<file path="config.mk">
export PLATFORM = sky130hd
export DESIGN_NAME = bb_mem_bridge
export DESIGN_NICKNAME = d
export VERILOG_FILES = /design/src/rtl/bb_mem_bridge_pkg.sv /design/src/rtl/bb_mem_bridge_wbuf.sv /design/src/rtl/bb_mem_bridge.sv
export SDC_FILE = /design/constraint.sdc
export NUM_CORES = 1
export LEC_CHECK = 0
export CAP_MARGIN = 10
export CORE_ASPECT_RATIO = 2
export CORE_UTILIZATION = 59
export DETAILED_ROUTE_END_ITERATION = 7
export HOLD_SLACK_MARGIN = 0.05
export PLACE_DENSITY = 0.82
export SYNTH_ARGS = -nofsm -noshare
export SYNTH_HDL_FRONTEND = slang
export SYNTH_SLANG_ARGS = --single-unit
</file>
<file path="constraint.sdc">
create_clock -name clk -period 7.25 [get_ports clk]
set_clock_uncertainty 0.05 [all_clocks]
set_input_delay 1.45 -clock clk [delete_from_list [all_inputs] [get_ports clk]]
set_output_delay 1.45 -clock clk [all_outputs]
set_load 0.03 [all_outputs]
</file>
<file path="src/rtl/bb_mem_bridge_pkg.sv">
// Shared FSM state encoding and write-buffer sizing constants for bb_mem_bridge.
// Supplies the global DATA_WIDTH define when the surrounding build does not.
`ifndef DATA_WIDTH
`define DATA_WIDTH 16
`endif

package bb_mem_bridge_pkg;

    typedef enum logic [1:0] {
        ST_IDLE    = 2'd0,
        ST_RD_REQ  = 2'd1,
        ST_RD_WAIT = 2'd2,
        ST_DRAIN   = 2'd3
    } bb_state_e;

    localparam int BB_BRIDGE_WBUF_DEPTH = 4;
    localparam int BB_BRIDGE_WBUF_MIN   = 2;
    localparam int BB_BRIDGE_WBUF_MAX   = 16;

endpackage

</file>
<file path="src/rtl/bb_mem_bridge_wbuf.sv">
// bb_wbuf: posted-write FIFO with a per-entry address compare vector and
// youngest-match data lookup. DEPTH must be a power of two.
module bb_wbuf
    import bb_mem_bridge_pkg::*;
#(
    parameter int DW    = 16,
    parameter int DEPTH = BB_BRIDGE_WBUF_DEPTH
) (
    input  logic             clk,
    input  logic             rst_n,
    input  logic             push,
    input  logic [DW-1:0]    push_addr,
    input  logic [DW-1:0]    push_data,
    input  logic             pop,
    output logic [DW-1:0]    head_addr,
    output logic [DW-1:0]    head_data,
    output logic             full,
    output logic             empty,
    input  logic [DW-1:0]    chk_addr,
    output logic [DEPTH-1:0] match_vec,
    output logic [DW-1:0]    fwd_data
);

    localparam int AW = $clog2(DEPTH);
    localparam int CW = AW + 1;

    logic [DEPTH-1:0][DW-1:0] addr_q;
    logic [DEPTH-1:0][DW-1:0] data_q;
    logic [AW-1:0]            wr_ptr;
    logic [AW-1:0]            rd_ptr;
    logic [CW-1:0]            cnt;
    logic [DEPTH-1:0]         live;

    always_ff @(posedge clk) begin
        if (rst_n) begin
            wr_ptr <= '0;
            rd_ptr <= '0;
            cnt    <= '0;
        end else begin
            if (push) begin
                addr_q[wr_ptr] <= push_addr;
                data_q[wr_ptr] <= push_data;
                wr_ptr         <= wr_ptr + 1'b1;
            end
            if (pop)
                rd_ptr <= rd_ptr + 1'b1;
            if (push && !pop)
                cnt <= cnt + 1'b1;
            else if (pop && !push)
                cnt <= cnt - 1'b1;
        end
    end

    // An entry is live when its distance from the head is below the count.
    genvar i;
    generate
        for (i = 0; i < DEPTH; i++) begin : g_ent
            logic [AW-1:0] age;
            assign age          = AW'(i) - rd_ptr;
            assign live[i]      = (CW'(age) < cnt);
            assign match_vec[i] = live[i] && (addr_q[i] == chk_addr);
        end
    endgenerate

    // Walk oldest to youngest so the last hit seen is the youngest.
    always_comb begin
        fwd_data = '0;
        for (int k = 0; k < DEPTH; k++) begin
            if (match_vec[rd_ptr + AW'(k)])
                fwd_data = data_q[rd_ptr + AW'(k)];
        end
    end

    assign head_addr = addr_q[rd_ptr];
    assign head_data = data_q[rd_ptr];
    assign full      = (cnt == CW'(DEPTH));
    assign empty     = (cnt == '0);

endmodule

</file>
<file path="src/rtl/bb_mem_bridge.sv">
// bb_mem_bridge: core-to-external memory bridge with posted writes and one outstanding read.
// Optional macro BB_BRIDGE_FWD_EN: reads hitting buffered writes are served from the buffer.
`ifndef DATA_WIDTH
`define DATA_WIDTH 16
`endif

module bb_mem_bridge
    import bb_mem_bridge_pkg::*;
#(
    parameter int DATA_WIDTH = `DATA_WIDTH,
    parameter int WBUF_DEPTH = BB_BRIDGE_WBUF_DEPTH
) (
    input  logic                  clk,
    input  logic                  rst_n,
    input  logic                  mem_r_en,
    input  logic [DATA_WIDTH-1:0] mem_r_addr,
    input  logic                  mem_w_en,
    input  logic [DATA_WIDTH-1:0] mem_w_addr,
    input  logic [DATA_WIDTH-1:0] mem_w_data,
    output logic [DATA_WIDTH-1:0] mem_r_data,
    output logic                  mem_r_valid,
    output logic                  mem_busy,
    output logic                  ext_req,
    output logic                  ext_we,
    output logic [DATA_WIDTH-1:0] ext_addr,
    output logic [DATA_WIDTH-1:0] ext_wdata,
    input  logic                  ext_gnt,
    input  logic                  ext_rvalid,
    input  logic [DATA_WIDTH-1:0] ext_rdata
);

    bb_state_e             state;
    logic                  rd_pend;
    logic [DATA_WIDTH-1:0] rd_addr;
    logic                  ext_req_q;
    logic                  r_valid_q;

    logic [DATA_WIDTH-1:0] chk_addr;
    logic [DATA_WIDTH-1:0] head_addr;
    logic [DATA_WIDTH-1:0] head_data;
    logic [DATA_WIDTH-1:0] fwd_data;
    logic [DATA_WIDTH-1:0] fwd_val;
    logic [WBUF_DEPTH-1:0] match_vec;
    logic                  full;
    logic                  empty;
    logic                  pop;
    logic                  rd_busy;
    logic                  busy_c;
    logic                  accept;
    logic                  wr_acc;
    logic                  rd_acc;
    logic                  same_addr;
    logic                  hazard;
    logic                  fwd_now;

    // A pending read (drain wait or issue slot) blocks all new core requests.
    assign rd_busy   = (state == ST_RD_REQ) || (state == ST_RD_WAIT) || rd_pend;
    assign busy_c    = (full && mem_w_en) || rd_busy;
    assign accept    = (mem_r_en || mem_w_en) && !busy_c && !rst_n;
    assign wr_acc    = accept && mem_w_en;
    assign rd_acc    = accept && mem_r_en;
    assign pop       = (state == ST_DRAIN) && ext_gnt;

    assign chk_addr  = rd_pend ? rd_addr : mem_r_addr;
    assign hazard    = |match_vec;
    assign same_addr = wr_acc && (mem_w_addr == mem_r_addr);
    assign fwd_val   = same_addr ? mem_w_data : fwd_data;

`ifdef BB_BRIDGE_FWD_EN
    assign fwd_now = rd_acc && (hazard || same_addr);
`else
    assign fwd_now = 1'b0;
`endif

    assign mem_busy    = busy_c && !rst_n;
    assign ext_req     = ext_req_q && !rst_n;
    assign mem_r_valid = r_valid_q && !rst_n;

    bb_wbuf #(
        .DW    (DATA_WIDTH),
        .DEPTH (WBUF_DEPTH)
    ) u_wbuf (
        .clk       (clk),
        .rst_n     (rst_n),
        .push      (wr_acc),
        .push_addr (mem_w_addr),
        .push_data (mem_w_data),
        .pop       (pop),
        .head_addr (head_addr),
        .head_data (head_data),
        .full      (full),
        .empty     (empty),
        .chk_addr  (chk_addr),
        .match_vec (match_vec),
        .fwd_data  (fwd_data)
    );

    always_ff @(posedge clk) begin
        if (rst_n) begin
            state      <= ST_IDLE;
            rd_pend    <= 1'b0;
            rd_addr    <= '0;
            ext_req_q  <= 1'b0;
            ext_we     <= 1'b0;
            ext_addr   <= '0;
            ext_wdata  <= '0;
            r_valid_q  <= 1'b0;
            mem_r_data <= '0;
        end else begin
            r_valid_q <= 1'b0;
            if (fwd_now) begin
                mem_r_data <= fwd_val;
                r_valid_q  <= 1'b1;
            end else if (rd_acc) begin
                rd_pend <= 1'b1;
                rd_addr <= mem_r_addr;
            end

            case (state)
                ST_IDLE: begin
                    // A pending read jumps ahead of buffered writes unless one aliases it.
                    if (rd_pend && !hazard) begin
                        state     <= ST_RD_REQ;
                        rd_pend   <= 1'b0;
                        ext_req_q <= 1'b1;
                        ext_we    <= 1'b0;
                        ext_addr  <= rd_addr;
                    end else if (!empty && !(rd_acc && !fwd_now)) begin
                        state     <= ST_DRAIN;
                        ext_req_q <= 1'b1;
                        ext_we    <= 1'b1;
                        ext_addr  <= head_addr;
                        ext_wdata <= head_data;
                    end
                end
                ST_DRAIN: begin
                    if (ext_gnt) begin
                        state     <= ST_IDLE;
                        ext_req_q <= 1'b0;
                        ext_we    <= 1'b0;
                    end
                end
                ST_RD_REQ: begin
                    if (ext_gnt) begin
                        ext_req_q <= 1'b0;
                        if (ext_rvalid) begin
                            mem_r_data <= ext_rdata;
                            r_valid_q  <= 1'b1;
                            state      <= ST_IDLE;
                        end else begin
                            state <= ST_RD_WAIT;
                        end
                    end
                end
                ST_RD_WAIT: begin
                    if (ext_rvalid) begin
                        mem_r_data <= ext_rdata;
                        r_valid_q  <= 1'b1;
                        state      <= ST_IDLE;
                    end
                end
                default: state <= ST_IDLE;
            endcase
        end
    end

endmodule

</file>
* Word-level counts from Yosys, hierarchy flattened
Index checks and enable logic that the tools add are counted.
Widths: inputs -> output; s select.
** Cells by class
- Order comparisons :: 7
- Muxes and demuxes :: 35
- Bitwise gates (word level) :: 2
- Reduce and logical (&&, ||, !) cells :: 45
- Equality and inequality tests :: 13
- Add/sub/neg operators :: 8
** Operators by type and width (number)
- $bwmux 64 :: 2
- $mux 16 :: 8
- $bmux 16 s2 :: 2
- $eq 16x16->1 :: 4
- $demux 16 s2 :: 1
- $pmux 16 s2 :: 1
- $logic_and 1x1->1 :: 18
- $lt 2x3->1 :: 4
- $mux 2 :: 6
- $reduce_bool 2->1 :: 5
- $mux 1 :: 9
- $reduce_and 3->1 :: 3
- $pmux 2 s4 :: 1
- $logic_not 1->1 :: 7
- $lt 2x3->1 const B :: 2
- $mux 3 :: 2
- $ne 2x2->1 const B :: 3
- $pmux 1 s2 :: 3
- $reduce_and 2->1 :: 3
- $add 2x1->2 const B :: 2
- $eq 2x2->1 const B :: 2
- $logic_or 1x1->1 :: 4
- $reduce_and 4->1 :: 1
- $reduce_or 4->1 :: 1
- other kinds (13) :: 16
** Storage, ports and cells
- Input port bits :: 70
- Flip-flop bits (word level) :: 205
- Output and inout port bits :: 52
- Word-level logic and storage cells :: 130

* Depth between registers and ports, before layout
Gate-level depths: netlist (run 1).
- Word-level depth :: 13
- Depth in mapped cells :: 13
- Depth with buffers taken out :: 10

* Modules after synthesis
Synthesis (run 1) repeated with hierarchy kept, for this count alone.
** Second synthesis, totals
- Cells, all modules :: 960
- Area, all modules :: 10832.9 µm²
** Modules (own cells, without submodules)
- bb_wbuf :: area an instance 7682.4 µm², instances 1, cells an instance 616
- bb_mem_bridge :: area an instance 3150.5 µm², instances 1, cells an instance 344

* Least setup slack after synthesis (run 1)
OpenSTA, ideal clock, no wires.
- Path type :: input to output
- From :: input rst_n
- To :: output mem_busy
- Data required time :: 5.750 ns
- Cell stages on the path :: 3
- Path slack :: 3.474 ns
- Data arrival time :: 2.276 ns
- Cell sequence :: buf_1 buf_1 nor2_1
** Between the ends
- Word-level cells in the longest chain between the ends :: 2
** RTL lines
- start, declared :: line bb_mem_bridge.sv:14 : input logic rst_n,
- $logic_not 1->1 :: line bb_mem_bridge.sv:75 : assign mem_busy = busy_c && !rst_n;
- $logic_and 1x1->1 :: line bb_mem_bridge.sv:75
- end, declared :: line bb_mem_bridge.sv:22 : output logic mem_busy,
Every way passes these cells.

* Worst setup path after layout (run 1)
- From :: input mem_w_en
- To :: output mem_busy
** Between the ends
- Word-level cells in the longest chain between the ends :: 3
** RTL lines
- start, declared :: line bb_mem_bridge.sv:17 : input logic mem_w_en,
- $logic_and 1x1->1 :: line bb_mem_bridge.sv:58 : assign busy_c = (full && mem_w_en) || rd_busy;
- $logic_or 1x1->1 :: line bb_mem_bridge.sv:58
- $logic_and 1x1->1 :: line bb_mem_bridge.sv:75
Every way passes these cells.

==> results of run 1 <==
per-layer routing:
| layer | share of wire (%) | wire length (microns) | vias up |
|---|---|---|---|
| met5 | 0 | 0 | - |
| met4 | 4.6 | 904 | 0 |
| met3 | 4.1 | 808 | 51 |
| met2 | 57 | 11100 | 158 |
| met1 | 35 | 6830 | 2754 |
| li1 | - | - | 2586 |
sequential cells by signal, indices dropped and copies added (netlist names):
name           cells
state              2
mem_r_data        16
rd_addr           16
ext_req_q          1
r_valid_q          1
u_wbuf.addr_q     64
u_wbuf.wr_ptr      2
u_wbuf.rd_ptr      2
ext_we             1
rd_pend            1
u_wbuf.data_q     64
u_wbuf.cnt         3
ext_addr          16
ext_wdata         16
final cells by class:
| type | instances | area (sq um) |
|---|---|---|
| inverters | 38 | 143 |
| clock buffers | 22 | 497 |
| flip-flops and latches | 205 | 5390 |
| multi-input cells | 364 | 3480 |
| fillers | 1024 | 4110 |
| repair buffers | 130 | 1270 |
| clock inverters | 10 | 76.3 |
| well taps | 198 | 248 |
kinds of logic after synthesis:
| kind of cell | count (synthesis) | share of synthesized area [%] |
|---|---|---|
| muxes | 84 | 15.7 |
| DFF | 205 | 58.9 |
| adders and majority gates | 15 | 2.14 |
| xor gates and xnor gates | 70 | 6.71 |
| and+or+nand+nor | 119 | 6.70 |
| buffers and inverters | 67 | 3.26 |
| AOI/OAI and AO/OA | 76 | 6.57 |
worst paths after layout:
check	end	slack (ns)	cells after the start
setup reg to reg	ext_wdata[10]	3.14	9
hold / removal	ext_addr[3]	0.42	2
setup / recovery	mem_busy	2.77	4
hold reg to reg	ext_addr[3]	0.42	2
Yosys cell counts (4+ instances only):
library cell  instances
nor4_1                6
mux2i_4              15
clkbuf_1             17
o21ai_1              16
nand3_1               5
a21oi_1               8
inv_1                38
and2_1                4
dfxtp_1              77
o31ai_1              13
o21ai_0              12
nand2_1              29
a221oi_2              9
buf_1                 4
ha_1                 14
xnor2_1              44
xor2_1               26
edfxtp_1            128
nor3_1                8
mux4_2               32
nor2_1               44
mux2i_1              34
metrics by stage:
stage,cells,hold WS (ns)
final,967,0.424
after global routing,967,0.451
after CTS,967,0.425
after detailed placement,935,0.415
after global placement,935,0.409
after floorplan,636,0.423
critical path, delay by kind of cell:
family | cells | cell delay, ns
buffers and inverters | 2 | 1.05
AOI/OAI and AO/OA | 1 | 0.40
and+or+nand+nor | 1 | 0.08
where the power goes:
group	switching (mW)	internal [mW]	leakage (nW)
combinational	0.696	0.560	1.78
clock	0.412	0.525	0.283
sequential	0.151	1.40	1.79
==> impl_metrics.env, run 1 <==
export IMPL_drc=0
export IMPL_rsz0062_at_grt="no"
export IMPL_cts_max_level=1
export IMPL_detailed_place_area_sq_um=10500
export IMPL_ios=122
export IMPL_postLayoutSetupSlackWorst_ns=2.77
export IMPL_cts_tree="yes"
export IMPL_worst_pin_slew_ns=1.19
export IMPL_drv_slew=0
export IMPL_hp_class="reg2reg"
export IMPL_gp_congestion=0.852
export IMPL_final_cell_mix="edfxtp_1, clkdlybuf4s50_1, dfxtp_1"
export IMPL_numCtsBuffers=18
export IMPL_cts_resized=0
export IMPL_final_min_clock_period_ns=4.48
export IMPL_crit_chain="clkdlybuf4s50_1, a311oi_1, nor2_1, clkdlybuf4s50_1"
export IMPL_arrival_ns=2.98
export IMPL_clkLatencyLatePin_ns=0.48
export IMPL_overflow=0
export IMPL_finish_instance_area_sq_um=11100
export IMPL_cp_required_ns=5.75
export IMPL_post_dp_hpwl_microns=13600
export IMPL_cts_root_buf="clkbuf_16"
export IMPL_die_area_sq_um=16000
export IMPL_slew_headroom_pct=20.0
export IMPL_vias_per_cell=5.74
export IMPL_synth_ff_type="edfxtp_1"
export IMPL_max_freq_mhz=223
export IMPL_pre_cts_slack_ns=2.36
export IMPL_synth_nets=721
export IMPL_peakVddDrop_mv=0.310
export IMPL_met2_usage_pct=47.1
export IMPL_synth_edf_count=128
export IMPL_path_clk_slew_ns=0.07
export IMPL_p_total_mw=3.74
export IMPL_hp_start="ext_addr[3]"
export IMPL_area_growth_pct=21.5
export IMPL_r2r_start="rd_pend"
export IMPL_setup_tns_ns=0
export IMPL_grt_util_met3_pct=3.88
export IMPL_cts_sinks=205
export IMPL_synthDistinctLibCells=57
export IMPL_status="completed"
export IMPL_end_kind="output port"
export IMPL_netlist_area_sq_um=9140
export IMPL_hold_viol=0
export IMPL_critPathLaunch="mem_w_en"
export IMPL_ys_seq_elements=205
export IMPL_cts_setup_buffers=0
export IMPL_antenna_found_initial=0
export IMPL_finalSetupViolCount=0
export IMPL_synth_seq_area_share_pct=58.9
export IMPL_syn_area_per_cell_sq_um=14.4
export IMPL_fin_util_pct=73.0
export IMPL_firstDrtPassIters=5
export IMPL_drtIter0Drc=321
export IMPL_diodes=0
export IMPL_yosysTopAreaCell="edfxtp_1"
export IMPL_path_common_cell="clkdlybuf4s50_1"
export IMPL_core_area_sq_um=15200
export IMPL_cpMaxStageDelayCell="clkdlybuf4s50_1"
export IMPL_row_count=64
export IMPL_p_leak_nw=3.85
export IMPL_worstSetupStartpointType="input port"
export IMPL_cts_buffer_depth=3
export IMPL_io_buffers=121
export IMPL_cts_hold_buf=0
export IMPL_synth_cells=636
export IMPL_synth_area_leaders="edfxtp_1, dfxtp_1, mux4_2, xnor2_1, mux2i_1"
export IMPL_dieHeight_microns=178
export IMPL_max_stage_delay_ns=0.63
export IMPL_finalCritPeriodShare_pct=61.8
export IMPL_p_per_area_nw_per_um2=337
export IMPL_grt_util_met1_pct=26.8
export IMPL_grt_pass1_vias=5887
export IMPL_grt_max_degree=58
export IMPL_crit_fanout=3
export IMPL_fp_dieW_microns=90.0
export IMPL_layout_cells_most_common="edfxtp_1"
export IMPL_max_cap_viol_count=0
export IMPL_vias=5549
export IMPL_synth_top_cell_area_share_pct=42.1
export IMPL_grt_pass1_wl_microns=30700
export IMPL_ant_nets=0
export IMPL_async_flop_share_pct=0
export IMPL_yosysWarnings=0
export IMPL_wirelength_microns=19700
export IMPL_wire_per_inst_microns=20.3
export IMPL_grt_usage_pct=25.1
export IMPL_fin_nets=842
export IMPL_layout_drive_gt1_share_pct=14.7
export IMPL_grt_busiest_layer="met2"
export IMPL_path_class="in2out"
export IMPL_initial_core_util_pct=60.1
Note: power is estimated with default switching activity, not from simulation.
==> inputs of run 2 (changes only) <==
--- a/config.mk
+++ b/config.mk
@@ -7,10 +7,10 @@
 export LEC_CHECK = 0
 export CAP_MARGIN = 10
 export CORE_ASPECT_RATIO = 2
-export CORE_UTILIZATION = 59
+export CORE_UTILIZATION = 55
 export DETAILED_ROUTE_END_ITERATION = 7
 export HOLD_SLACK_MARGIN = 0.05
-export PLACE_DENSITY = 0.82
+export PLACE_DENSITY = 0.77
 export SYNTH_ARGS = -nofsm -noshare
 export SYNTH_HDL_FRONTEND = slang
 export SYNTH_SLANG_ARGS = --single-unit
==> constraint.sdc (replaced) <==
create_clock -name clk -period 4.58 [get_ports clk]
set_clock_uncertainty 0.05 [all_clocks]
set_input_delay 0.916 -clock clk [delete_from_list [all_inputs] [get_ports clk]]
set_output_delay 0.916 -clock clk [all_outputs]
set_load 0.03 [all_outputs]
==> impl_metrics.env, run 2 (same netlist as run 1, synthesis figures left out) <==
export IMPL_slew_headroom_pct=24.6
export IMPL_path_common_cell="nor4_4"
export IMPL_hp_class="reg2reg"
export IMPL_max_freq_mhz=285
export IMPL_cp_top_family="simple AND/OR/NAND/NOR gates"
export IMPL_end_kind="register"
export IMPL_whs_ns=0.423
export IMPL_grt_max_degree=42
export IMPL_drc=0
export IMPL_dp_cells=947
export IMPL_layout_cells_most_common="edfxtp_1"
export IMPL_path_clk_slew_ns=0.07
export IMPL_overflow=0
export IMPL_fp_dieW_microns=93.2
export IMPL_grt_pass1_wl_microns=30700
export IMPL_cts_hold_buf=0
export IMPL_finalCritPeriodShare_pct=76.5
export IMPL_grt_usage_pct=24.1
export IMPL_wire_per_inst_microns=20.4
export IMPL_status="completed"
export IMPL_gp_congestion=0.891
export IMPL_cts_max_level=1
export IMPL_io_buffers=121
export IMPL_final_cell_mix="edfxtp_1, clkdlybuf4s50_1, dfxtp_1"
export IMPL_initial_core_util_pct=56.2
export IMPL_core_area_sq_um=16300
export IMPL_p_total_mw=6.11
export IMPL_vias=5514
export IMPL_cp_required_ns=4.92
export IMPL_cts_setup_buffers=0
export IMPL_max_stage_delay_ns=0.99
export IMPL_finalNonFillerCells=980
export IMPL_setup_tns_ns=0
export IMPL_cts_root_buf="clkbuf_16"
export IMPL_crit_chain="buf_4, xnor2_1, ha_1, a21oi_1, o2111ai_2, nor4_4, nor4_4, nor2_4, a221oi_1"
export IMPL_rsz0062_at_grt="no"
export IMPL_drtIter0Drc=227
export IMPL_p_per_area_nw_per_um2=543
export IMPL_hold_viol=0
export IMPL_cts_buffer_depth=3
export IMPL_antenna_found_initial=0
export IMPL_top_regs="u_wbuf.addr_q x64, u_wbuf.data_q x64"
export IMPL_ios=122
export IMPL_cts_tree="yes"
export IMPL_dieHeight_microns=184
export IMPL_crit_fanout=34
export IMPL_fin_nets=849
export IMPL_post_dp_hpwl_microns=14700
export IMPL_path_class="reg2reg"
export IMPL_vias_per_cell=5.63
export IMPL_numCtsBuffers=19
export IMPL_ant_nets=0
export IMPL_die_area_sq_um=17200
export IMPL_crit_buf_inv=1
export IMPL_cts_sinks=205
export IMPL_fin_util_pct=69.2
export IMPL_row_count=66
export IMPL_worstSetupStartpointType="register"
export IMPL_max_cap_viol_count=0
export IMPL_final_min_clock_period_ns=3.50
export IMPL_layout_drive_gt1_share_pct=15.1
export IMPL_area_growth_pct=23.1
export IMPL_cpMaxStageDelayCell="nor4_4"
export IMPL_drv_slew=0
export IMPL_diodes=0
export IMPL_cts_resized=0
export IMPL_arrival_ns=3.84
export IMPL_wirelength_microns=20000
export IMPL_grt_pass1_vias=5931
export IMPL_worst_pin_slew_ns=1.12
export IMPL_finalSetupViolCount=0
export IMPL_firstDrtPassIters=4
export IMPL_clkLatencyLatePin_ns=0.48
export IMPL_peakVddDrop_mv=0.386
export IMPL_p_leak_nw=3.92
run 2: cell count changes in the layout (fill, tap and decap cells not counted), sizes merged:
cell	before	now
clkinv	7	5
clkinvlp	2	0
bufinv	1	3
clkbuf	22	25
buf	10	16
run 2: worst paths after layout:
kind,start,slack [ns],cells past startpoint,end
setup / recovery,u_wbuf.rd_ptr[1],1.08,9,ext_addr[7]
hold / removal,ext_addr[3],0.42,2,ext_addr[3]
setup reg to reg,u_wbuf.rd_ptr[1],1.08,9,ext_addr[7]
hold reg to reg,ext_addr[3],0.42,2,ext_addr[3]
run 2: cell type report:
class	count	area (sq um)
multi-input combinational	364	3480
fill	1140	5020
tap	204	255
timing repair buffer	136	1360
inverter	38	143
clock inverter	8	116
sequential	205	5390
clock buffer	25	518
run 2: per-stage QoR:
| step | setup slack, ns | instance area (sq um) |
|---|---|---|
| 3_3_place_gp | 0.722 | 10600 |
| 5_1_grt | 0.708 | 11300 |
| 2_1_floorplan | 1.56 | 9140 |
| 4_1_cts | 0.959 | 11300 |
| 3_5_place_dp | 0.629 | 10600 |
| 6_report | 1.08 | 11300 |
run 2: metal layers:
| layer | vias to the layer above | global-route usage [%] | share of wire [%] |
|---|---|---|---|
| met2 | 143 | 47.3 | 57 |
| met4 | 0 | 11.5 | 4.6 |
| met1 | 2719 | 24.1 | 34 |
| met5 | - | 0 | 0 |
| li1 | 2600 | - | - |
| met3 | 52 | 3.09 | 4.1 |
run 2: report_power, final:
part | total, mW | switching, mW | internal (mW)
clock | 1.62 | 0.650 | 0.966
combinational | 2.09 | 1.16 | 0.932
sequential | 2.41 | 0.190 | 2.22
run 2: tightest hold or removal path, delay by kind of cell, from the launching register on:
family | cells | cell delay (ns)
buf+inv | 1 | 0.06
compound gates | 1 | 0.05
flops | 1 | 0.31
==> inputs of run 3 (changes only) <==
==> constraint.sdc (replaced) <==
create_clock -name clk -period 3.6 [get_ports clk]
set_clock_uncertainty 0.05 [all_clocks]
set_input_delay 0.72 -clock clk [delete_from_list [all_inputs] [get_ports clk]]
set_output_delay 0.72 -clock clk [all_outputs]
set_load 0.03 [all_outputs]
==> impl_metrics.env, run 3 (same netlist as run 1, synthesis figures left out) <==
export IMPL_grt_pass1_wl_microns=30800
export IMPL_fillCellCount=1123
export IMPL_final_cell_mix="edfxtp_1, clkdlybuf4s50_1, dfxtp_1"
export IMPL_highest_signal_layer="met4"
export IMPL_p_leak_nw=3.95
export IMPL_ios=122
export IMPL_vias=5471
export IMPL_setup_tns_ns=0
export IMPL_drtIter0Drc=247
export IMPL_fin_nets=853
export IMPL_clkLatencyLatePin_ns=0.49
export IMPL_wirelength_microns=19900
export IMPL_post_dp_hpwl_microns=14200
export IMPL_finalCritPeriodShare_pct=90.2
export IMPL_cts_setup_buffers=0
export IMPL_core_area_sq_um=16300
export IMPL_diodes=0
export IMPL_grt_max_degree=34
export IMPL_row_count=66
export IMPL_multiInputGateArea_sq_um=3480
export IMPL_dr_wl_met3_microns=698
export IMPL_vias_per_cell=5.56
export IMPL_finish_instance_area_sq_um=11300
export IMPL_dieHeight_microns=184
export IMPL_cts_max_level=1
export IMPL_io_buffers=121
export IMPL_layout_drive_gt1_share_pct=15.6
export IMPL_path_class="reg2out"
export IMPL_hp_class="reg2reg"
export IMPL_numCtsBuffers=19
export IMPL_crit_chain="inv_1, ha_1, a311oi_1, nor2_1, clkdlybuf4s50_1"
export IMPL_crit_buf_inv=2
export IMPL_cp_top_family="buffers and inverters"
export IMPL_worstSetupStartpointType="register"
export IMPL_cts_buffer_depth=3
export IMPL_cts_resized=0
export IMPL_die_area_sq_um=17200
export IMPL_grt_pass1_vias=5967
export IMPL_top_regs="u_wbuf.addr_q x64, u_wbuf.data_q x64"
export IMPL_cts_root_buf="clkbuf_16"
export IMPL_max_freq_mhz=308
export IMPL_detailed_place_area_sq_um=10600
export IMPL_overflow=0
export IMPL_hold_viol=0
export IMPL_peakVddDrop_mv=0.529
export IMPL_drv_slew=0
export IMPL_cts_tree="yes"
export IMPL_p_per_area_nw_per_um2=703
export IMPL_cpMaxStageDelayCell="clkdlybuf4s50_1"
export IMPL_wire_per_inst_microns=20.3
export IMPL_final_min_clock_period_ns=3.25
export IMPL_arrival_ns=2.48
export IMPL_path_clk_slew_ns=0.07
export IMPL_rsz0062_at_grt="no"
export IMPL_drc=0
export IMPL_max_stage_delay_ns=0.60
export IMPL_worst_pin_slew_ns=0.862
export IMPL_crit_fanout=6
export IMPL_wl_met1_microns=6880
export IMPL_firstDrtPassIters=5
export IMPL_cp_required_ns=2.83
export IMPL_area_growth_pct=23.7
export IMPL_seqCellArea_sq_um=5390
export IMPL_cts_sinks=205
export IMPL_slew_headroom_pct=42.4
export IMPL_max_cap_viol_count=0
export IMPL_finalSetupViolCount=0
export IMPL_ant_nets=0
export IMPL_end_kind="output port"
export IMPL_grt_usage_pct=24.1
export IMPL_fp_dieW_microns=93.2
export IMPL_gp_congestion=0.897
export IMPL_status="completed"
export IMPL_cts_hold_buf=0
export IMPL_initial_core_util_pct=56.2
export IMPL_antenna_found_initial=0
export IMPL_layout_cells_most_common="edfxtp_1"
export IMPL_wl_met2_microns=11400
run 3: changes by cell type in the layout (fill, tap and decap cells not counted):
| cell | change |
|---|---|
| bufinv_16 | +2 |
| clkbuf_8 | -2 |
| buf_4 | +5 |
| clkinvlp_4 | +1 |
| buf_12 | -1 |
| clkbuf_1 | -1 |
run 3: final cells by class:
type                       count  area share, %
sequential                   205           47.7
multi-input combinational    364           30.7
timing repair buffer         140           12.2
clock buffer                  22           4.31
tap                          204           2.26
clock inverter                11           1.63
inverter                      38           1.26
run 3: worst min-delay path, cell delays in order, from the launching register on:
cell,delay [ns]
dfxtp_1,0.31
inv_1,0.06
a221oi_2,0.05
run 3: power breakdown:
group	switching, mW	internal, mW
Sequential	0.243	2.82
Clock	0.845	1.33
Combinational	1.48	1.23
Total	2.57	5.38
run 3: metrics by stage:
step | cells | utilization, % | worst slack (ns) | total power [mW] | hold slack [ns]
after CTS | 984 | 69.5 | 0.324 | 8.01 | 0.423
final | 984 | 69.5 | 0.354 | 7.95 | 0.424
after floorplan | 636 | - | 0.578 | 4.94 | 0.423
after global placement | 951 | 65.4 | 0.136 | 5.73 | 0.405
after global routing | 984 | 69.5 | 0.247 | 8.29 | 0.433
after detailed placement | 951 | 65.4 | 0.106 | 5.82 | 0.413
run 3: final timing paths:
kind	from	to	slack [ns]	depth (start not counted)
hold reg to reg	ext_addr[1]	ext_addr[1]	0.42	2
setup / recovery	state[0]	mem_busy	0.35	5
hold / removal	ext_addr[1]	ext_addr[1]	0.42	2
setup reg to reg	rd_pend	ext_addr[6]	0.39	9
run 3: metal layers:
layer / vias up / global-route usage [%]
li1: 2604 / -
met1: 2668 / 24.8
met2: 143 / 46.8
met3: 56 / 2.72
met4: 0 / 12.1
met5: - / 0
